File: src/rtl/mem_stage_ctrl.sv
// MEM pipeline stage: multi-cycle data-memory access with upstream freeze,
// bubble insertion during the wait, and address-range/alignment checking.
module mem_stage_ctrl #(
  parameter int WAIT_CYCLES = 3,
  parameter int DEPTH       = 64,
  parameter int BASE_ADDR   = 1024
) (
  input  logic        clk,
  input  logic        rst,
  input  logic        WB_EN_IN,
  input  logic        MEM_R_EN_IN,
  input  logic        MEM_W_EN_IN,
  input  logic [31:0] ALU_Res_IN,
  input  logic [31:0] VAL_RM_IN,
  input  logic [3:0]  Dest_IN,
  output logic        WB_EN,
  output logic        MEM_R_EN,
  output logic [31:0] ALU_Res,
  output logic [31:0] Mem_Data,
  output logic [3:0]  Dest,
  output logic        freeze,
  output logic        addr_err
);
  localparam int AW = (DEPTH > 1) ? $clog2(DEPTH) : 1;

  typedef enum logic {IDLE, ACCESS} state_t;

  state_t      state_q, state_d;
  logic [3:0]  cnt_q, cnt_d;
  logic        wb_en_q, wb_en_d;
  logic        mem_r_en_q, mem_r_en_d;
  logic [31:0] alu_res_q, alu_res_d;
  logic [31:0] mem_data_q, mem_data_d;
  logic [3:0]  dest_q, dest_d;
  logic        addr_err_q, addr_err_d;

  logic [31:0] mem [DEPTH];
  logic        req, is_load, illegal, mem_we;
  logic [31:0] offs, idx, rd_word;

  assign req     = MEM_R_EN_IN | MEM_W_EN_IN;
  // Both enables high is a store; only a pure read returns load data.
  assign is_load = MEM_R_EN_IN & ~MEM_W_EN_IN;
  assign offs    = ALU_Res_IN - 32'(BASE_ADDR);
  assign idx     = offs >> 2;
  assign illegal = (ALU_Res_IN < 32'(BASE_ADDR)) | (ALU_Res_IN[1:0] != 2'b00) |
                   (idx >= 32'(DEPTH));
  assign rd_word = mem[idx[AW-1:0]];

  always_comb begin
    state_d    = state_q;
    cnt_d      = cnt_q;
    wb_en_d    = 1'b0;
    mem_r_en_d = 1'b0;
    alu_res_d  = alu_res_q;
    mem_data_d = mem_data_q;
    dest_d     = dest_q;
    addr_err_d = 1'b0;
    mem_we     = 1'b0;
    freeze     = 1'b0;
    case (state_q)
      IDLE: begin
        if (req) begin
          freeze  = 1'b1;
          state_d = ACCESS;
          cnt_d   = 4'(WAIT_CYCLES - 1);
        end else begin
          wb_en_d   = WB_EN_IN;
          alu_res_d = ALU_Res_IN;
          dest_d    = Dest_IN;
        end
      end
      ACCESS: begin
        if (cnt_q != 4'd0) begin
          freeze = 1'b1;
          cnt_d  = cnt_q - 4'd1;
        end else begin
          state_d    = IDLE;
          wb_en_d    = WB_EN_IN;
          mem_r_en_d = is_load;
          alu_res_d  = ALU_Res_IN;
          dest_d     = Dest_IN;
          addr_err_d = illegal;
          mem_we     = MEM_W_EN_IN & ~illegal;
          if (is_load) mem_data_d = illegal ? 32'd0 : rd_word;
        end
      end
    endcase
  end

  always_ff @(posedge clk or posedge rst) begin
    if (rst) begin
      state_q    <= IDLE;
      cnt_q      <= 4'd0;
      wb_en_q    <= 1'b0;
      mem_r_en_q <= 1'b0;
      alu_res_q  <= 32'd0;
      mem_data_q <= 32'd0;
      dest_q     <= 4'd0;
      addr_err_q <= 1'b0;
    end else begin
      state_q    <= state_d;
      cnt_q      <= cnt_d;
      wb_en_q    <= wb_en_d;
      mem_r_en_q <= mem_r_en_d;
      alu_res_q  <= alu_res_d;
      mem_data_q <= mem_data_d;
      dest_q     <= dest_d;
      addr_err_q <= addr_err_d;
    end
  end

  // Storage is never reset; reset forces IDLE so no write can complete.
  always_ff @(posedge clk) begin
    if (mem_we) mem[idx[AW-1:0]] <= VAL_RM_IN;
  end

  assign WB_EN    = wb_en_q;
  assign MEM_R_EN = mem_r_en_q;
  assign ALU_Res  = alu_res_q;
  assign Mem_Data = mem_data_q;
  assign Dest     = dest_q;
  assign addr_err = addr_err_q;
endmodule

File: config.mk
export PLATFORM = sky130hd
export DESIGN_NAME = mem_stage_ctrl
export DESIGN_NICKNAME = d
export VERILOG_FILES = /design/src/rtl/mem_stage_ctrl.sv
export SDC_FILE = /design/constraint.sdc
export NUM_CORES = 2
export LEC_CHECK = 0
export CAP_MARGIN = 5
export CELL_PAD_IN_SITES_DETAIL_PLACEMENT = 0
export CELL_PAD_IN_SITES_GLOBAL_PLACEMENT = 1
export CORE_ASPECT_RATIO = 1.2
export CORE_MARGIN = 5
export CORE_UTILIZATION = 54
export CTS_CLUSTER_DIAMETER = 60
export DETAILED_ROUTE_END_ITERATION = 12
export GPL_ROUTABILITY_DRIVEN = 0
export HOLD_SLACK_MARGIN = 0.12
export PLACE_DENSITY_LB_ADDON = 0.1
export SYNTH_ARGS = -nofsm -noshare
export SYNTH_HDL_FRONTEND = slang
export SYNTH_SLANG_ARGS = --single-unit
File: constraint.sdc
create_clock -name clk -period 4.25 [get_ports clk]
set_input_delay 0.85 -clock clk [delete_from_list [all_inputs] [get_ports clk]]
set_output_delay 0.85 -clock clk [all_outputs]
set_load 0.1 [all_outputs]
==> Word level (Yosys, flattened, before mapping) <==
Memory sizes are Yosys's and may differ from the RTL's.
Cells that the tools add are included.
{ "word_totals": {"ramBits": 2048, "elab_cells": 55, "input_bits": 73, "memories": 1, "out_inout_bits": 72, "reg_bits": 76} }
{ "op_classes": {"n_lt_le_gt_ge": 2, "n_addsub": 2, "bitwise_logic": 9, "n_eq_ne": 4, "n_reduce_logical": 5, "n_mux": 24} }
{ "mem_list": {"columns": ["name", "words", "word_bits", "rd", "rd_ports_with_merged_regs", "wr", "line_no", "source"], "rows": [
  ["mem", 64, 32, 1, 0, 1, "37", "logic [31:0] mem [DEPTH];"]
]} }
{ "op_table": {"columns": ["operator", "count"], "rows": [
  ["$mux W32", 3],
  ["$pmux W32 S2", 1],
  ["$lt A32 B11 Y1 const B", 1],
  ["$sub A32 B11 Y32 const B", 1],
  ["$ge A30 B7 Y1 const B", 1],
  ["$mux W4", 4],
  ["$pmux W4 S2", 2],
  ["$mux W1", 12],
  ["$ne A2 B2 Y1 const B", 3],
  ["$not A1 Y1", 4],
  ["$pmux W1 S2", 2],
  ["$reduce_and A2 Y1", 2],
  ["$reduce_bool A4 Y1", 1],
  ["$sub A4 B1 Y4 const B", 1],
  ["$or A1 B1 Y1", 3],
  ["$reduce_and A3 Y1", 1],
  ["$and A1 B1 Y1", 2],
  ["$ne A2 B1 Y1 const B", 1],
  ["$reduce_bool A2 Y1", 1]
]} }

==> Logic depth before layout (Yosys ltp) <==
{ "logic_depth": {"word_depth": 9, "depth_mapped": 12, "ltp_nobuf": 9} }

==> Least setup slack after synthesis <==
Ideal clock, no wire load.
{ "synth_path": {"path_kind": "input port to flip-flop", "from": "input ALU_Res_IN[21]", "to": "memory mem[32][0] (enable)", "setup_time_ns": 0.421, "t_required_ns": 3.829, "stages": 8, "path_slack_ns": -0.060, "n_path_buf": 2, "t_arrival_ns": 3.889, "cell_sequence": "or4_1 o31ai_1 nand3_1 and4b_1 buf_6 buf_2 nand4_1 nor2_1"} }
{ "synth_via": {"elab_chain_len": 9, "word_cells_on_any_way": 11, "classes_between": "1 x add/sub; 2 x order compare; 4 x mux; 4 x bitwise"} }
{ "synth_rtl": {"columns": ["element", "line_no", "source"], "rows": [
  ["start: declaration", "13", "input logic [31:0] ALU_Res_IN,"],
  ["$sub A32 B11 Y32 or $lt A32 B11 Y1 (tied branches)", "44, 46", null],
  ["$ge A30 B7 Y1 or $or A1 B1 Y1 (tied branches)", "47, 46", null],
  ["$or A1 B1 Y1 *", "46", "assign illegal = (ALU_Res_IN < 32'(BASE_ADDR)) | (ALU_Res_IN[1:0] != 2'b00) |"],
  ["$not A1 Y1 *", "84", "mem_we = MEM_W_EN_IN & ~illegal;"],
  ["$and A1 B1 Y1 *", "84", null],
  ["$mux W1 *", "74", "if (cnt_q != 4'd0) begin"],
  ["$mux W1 *", "61", "case (state_q)"],
  ["$mux W1 *", "115", "if (mem_we) mem[idx[AW-1:0]] <= VAL_RM_IN;"],
  ["$mux W1 (implied by the code) *", "115", null],
  ["end: declaration", "37", null]
]} }
Every way passes the cells marked *; elsewhere a longest branch is shown, timed or not.

==> Worst setup path after layout <==
{ "layout_path": {"from": "input ALU_Res_IN[18]", "to": "memory mem[18][8] (enable)"} }
The elaborated chain is that of the path after synthesis.

==> qor.txt <==
Simple-Gate Fraction of Synth Area: 0.0264
post-synth top area cell: edfxtp_1
worst clock skew: 27.5 ps
Final ANT Viol Nets: 0
largest family of logic cells by synthesized area: multiplexers
Fin. Hold Viols: 0
Critical Path Start Type: input port
Die X: 365 um
Crit-path slowest cell: nor2_4
setup TNS: 0 ps
Synth cell types: 66
port bufs: 144
crit-path max FO: 32
Clock power frac: 0.390
synth cell count leaders: edfxtp_1, o22ai_1, mux2_2
clk buf depth: 3
status: finished clean
CP Class: in -> reg
critical-path cell list: clkdlybuf4s50_1, nor3_2, nand4_1, o31ai_1, nand3_1, and4b_1, buf_12, nand4_1, buf_12, buf_12, nor2_4
antenna violations before repair: 18
CP bufs+invs: 4
Initial Util: 0.543
Post-DP HPWL: 170000 um
# setup viols final: 0
most common cell in the netlist: edfxtp_1
Synth top area share: 0.753
vias: 47.5k
first-pass GRT wire length: 374000 um
Iter 0 DRT Violations: 7068
metal2 WL: 124000 um
Cells after Synth: 4361
xor/xnor share of the synthesized area: 0.000214
die height: 436 um
most frequent CP cell: buf_12
sw frac: 0.251
delay-heaviest family, CP: simple AND/OR/NAND/NOR gates
VDD IR-drop max: 0.000530 V
drt drc: 0
drt pass-1 iters: 8
syn_nets: 4436
CTS tree: built
vias in the first global route: 45.9k
power per cell area: 491 nW/um2
Synth async-reset ratio: 0.0358
# Max-Cap Violations: 0
Comb pwr share: 0.109
share of cells above drive strength 1: 0.242
multi-input logic area: 17300 um2
Placeable Area: 150000 um2
Die Area: 159000 um2
Final Cycle Share: 0.914
fin area: 94700 um2
slowest stage delay, CP: 790 ps
Clock Root Buffer: clkbuf_16
number of synthesized flops with an enable pin: 2048
Leakage Power: 30.6 nW
uppermost layer routed: met5
register area share after synthesis: 0.776
Final Max Tran Viols: 0
Reg clk slew, reported paths: 60 ps
compound-cell area share of the yosys netlist: 0.0692
sequential cell area: 63400 um2
routed wl met3: 32500 um
Final WS setup: 365 ps
Critical Path Sink Type: register
Max Fclk: 0.257 GHz
adder and majority cell fraction of the synthesized area: 0.000306
Worst Path Arrival: 4340 ps
top cells by area, synth: edfxtp_1, mux4_2, mux2_2, mux2i_1, dfrtp_1
Hold Crit Class: reg -> reg
number of synthesis warnings: 0
largest net degree at the start of global routing: 72
grt ovf: 0
fillcell total: 10.7k
Cell Int Power: 34.8 mW
Post-Route M1 WL: 98700 um
vias per cell: 6.85
num rows: 156
worst skew pair latency: 860 ps
Layout Area Growth over Synthesis: 15.8%
dpl ws: -469 ps
multiplexer share of the synthesized area: 0.108
critical path required time: 4710 ps
Final nets: 4854
CTS Hold Buffers Added: 0
Worst Max-Slew Pin Slew: 1320 ps
post-CTS setup repair buffer count: 0
Ports: 145
CTS sink cnt: 2124
cts repair resizes: 0
sequential power share: 0.500
RSZ-0062 raised after global routing: no
Num CTS Buffers: 201
Yosys reg bits: 2124
most used flip-flop cell after synthesis: edfxtp_1
routed length per instance: 39.2 um
synthesized area per cell: 18.7 um2
Routed WL: 272000 um
slew margin rel.: 0.120
post-synthesis cell area: 81700 um2
placed cell areas: 88000 um2
min Tclk post-route: 3890 ps
NetSw: 11.7 mW
GRT Overall Usage: 0.341
htree depth: 4
-- path summary, 6_finish.rpt --
check                                       start  depth (start not counted)                        to  slack (ps)
setup / recovery                   ALU_Res_IN[18]                         11      mem[18][8]$_DFFE_PP_         360
hold / removal             ALU_Res[4]$_DFFE_PP0P_                          2    ALU_Res[4]$_DFFE_PP0P_         480
setup reg to reg             cnt_q[0]$_DFFE_PP0P_                          9      mem[18][8]$_DFFE_PP_        1010
hold reg to reg            ALU_Res[4]$_DFFE_PP0P_                          2    ALU_Res[4]$_DFFE_PP0P_         480
max in group asynchronous                     rst                          3  Mem_Data[17]$_DFFE_PP0P_        2860
min in group asynchronous                     rst                          2        MEM_R_EN$_DFF_PP0_         510
-- area by class of cell --
cell class	instances	share of cell area
Clock buffer	250	0.0560
Multi-Input combinational cell	1945	0.183
Tap cell	1975	0.0261
Sequential cell	2124	0.670
Clock inverter	129	0.0139
Inverter	10	0.000489
Antenna cell	12	0.000317
Timing Repair Buffer	497	0.0509
-- worst reg2reg max path, stage by stage (launching register included) --
cell and delay, ps:
dfrtp_1 410, inv_1 90, ha_1 150, nor3b_1 240, and2_1 170, buf_4 360, nand4_1 270, buf_12 220
buf_12 130, nor2_4 790
-- state kept, by name, indices dropped and copies added, names as in the netlist --
register and cells:
cnt_q 4, mem 2048, addr_err 1, Dest 4, ALU_Res 32, state_q 1
MEM_R_EN 1, WB_EN 1, Mem_Data 32
-- metal layers --
layer,GRT usage,up-vias
met4,0.160,6
met5,0,-
met2,0.523,3221
met3,0.0875,698
met1,0.465,24800
li1,-,18800
-- cells in the final DEF, fill, tap and decap left out, drive strengths merged, types with 106 or more instances in the layout --
cell and count:
mux4 185, o22ai 250, o221ai 106, nand2 139, edfxtp 2048, nor2 185, clkdlybuf4s50 108, mux2i 213
o21ai 130, buf 389, clkbuf 250, a21oi 125, mux2 227
-- power groups by stage --
stage | clock (mW) | sequential, mW | combinational [mW]
finish | 18.1 | 23.3 | 5.08
CTS | 18.2 | 23.3 | 5.04
detailed placement | 0 | 23.7 | 5.03
global placement | 0 | 23.7 | 5.02
global route | 19.1 | 23.3 | 5.20
floorplan | 0 | 25.0 | 1.55
-- logic make-up after synthesis --
kind of cell / Yosys count
AO/OA/AOI/OAI: 839
XOR/XNOR: 2
adder cells (fa/ha/maj): 2
buffers and inverters: 292
flip-flops: 2124
multiplexers: 625
AND/OR/NAND/NOR: 477
-- metrics by stage --
step / util / hold WS [ps] / power, mW / cells
after floorplan: - / 482 / 26.6 / 4361
after global placement: 0.585 / 464 / 28.7 / 6551
after detailed placement: 0.585 / 472 / 28.7 / 6551
after CTS: 0.629 / 486 / 46.5 / 6930
after global routing: 0.629 / 516 / 47.6 / 6932
final: 0.629 / 479 / 46.5 / 6942
No activity file was read; power rests on OpenSTA's default activity.
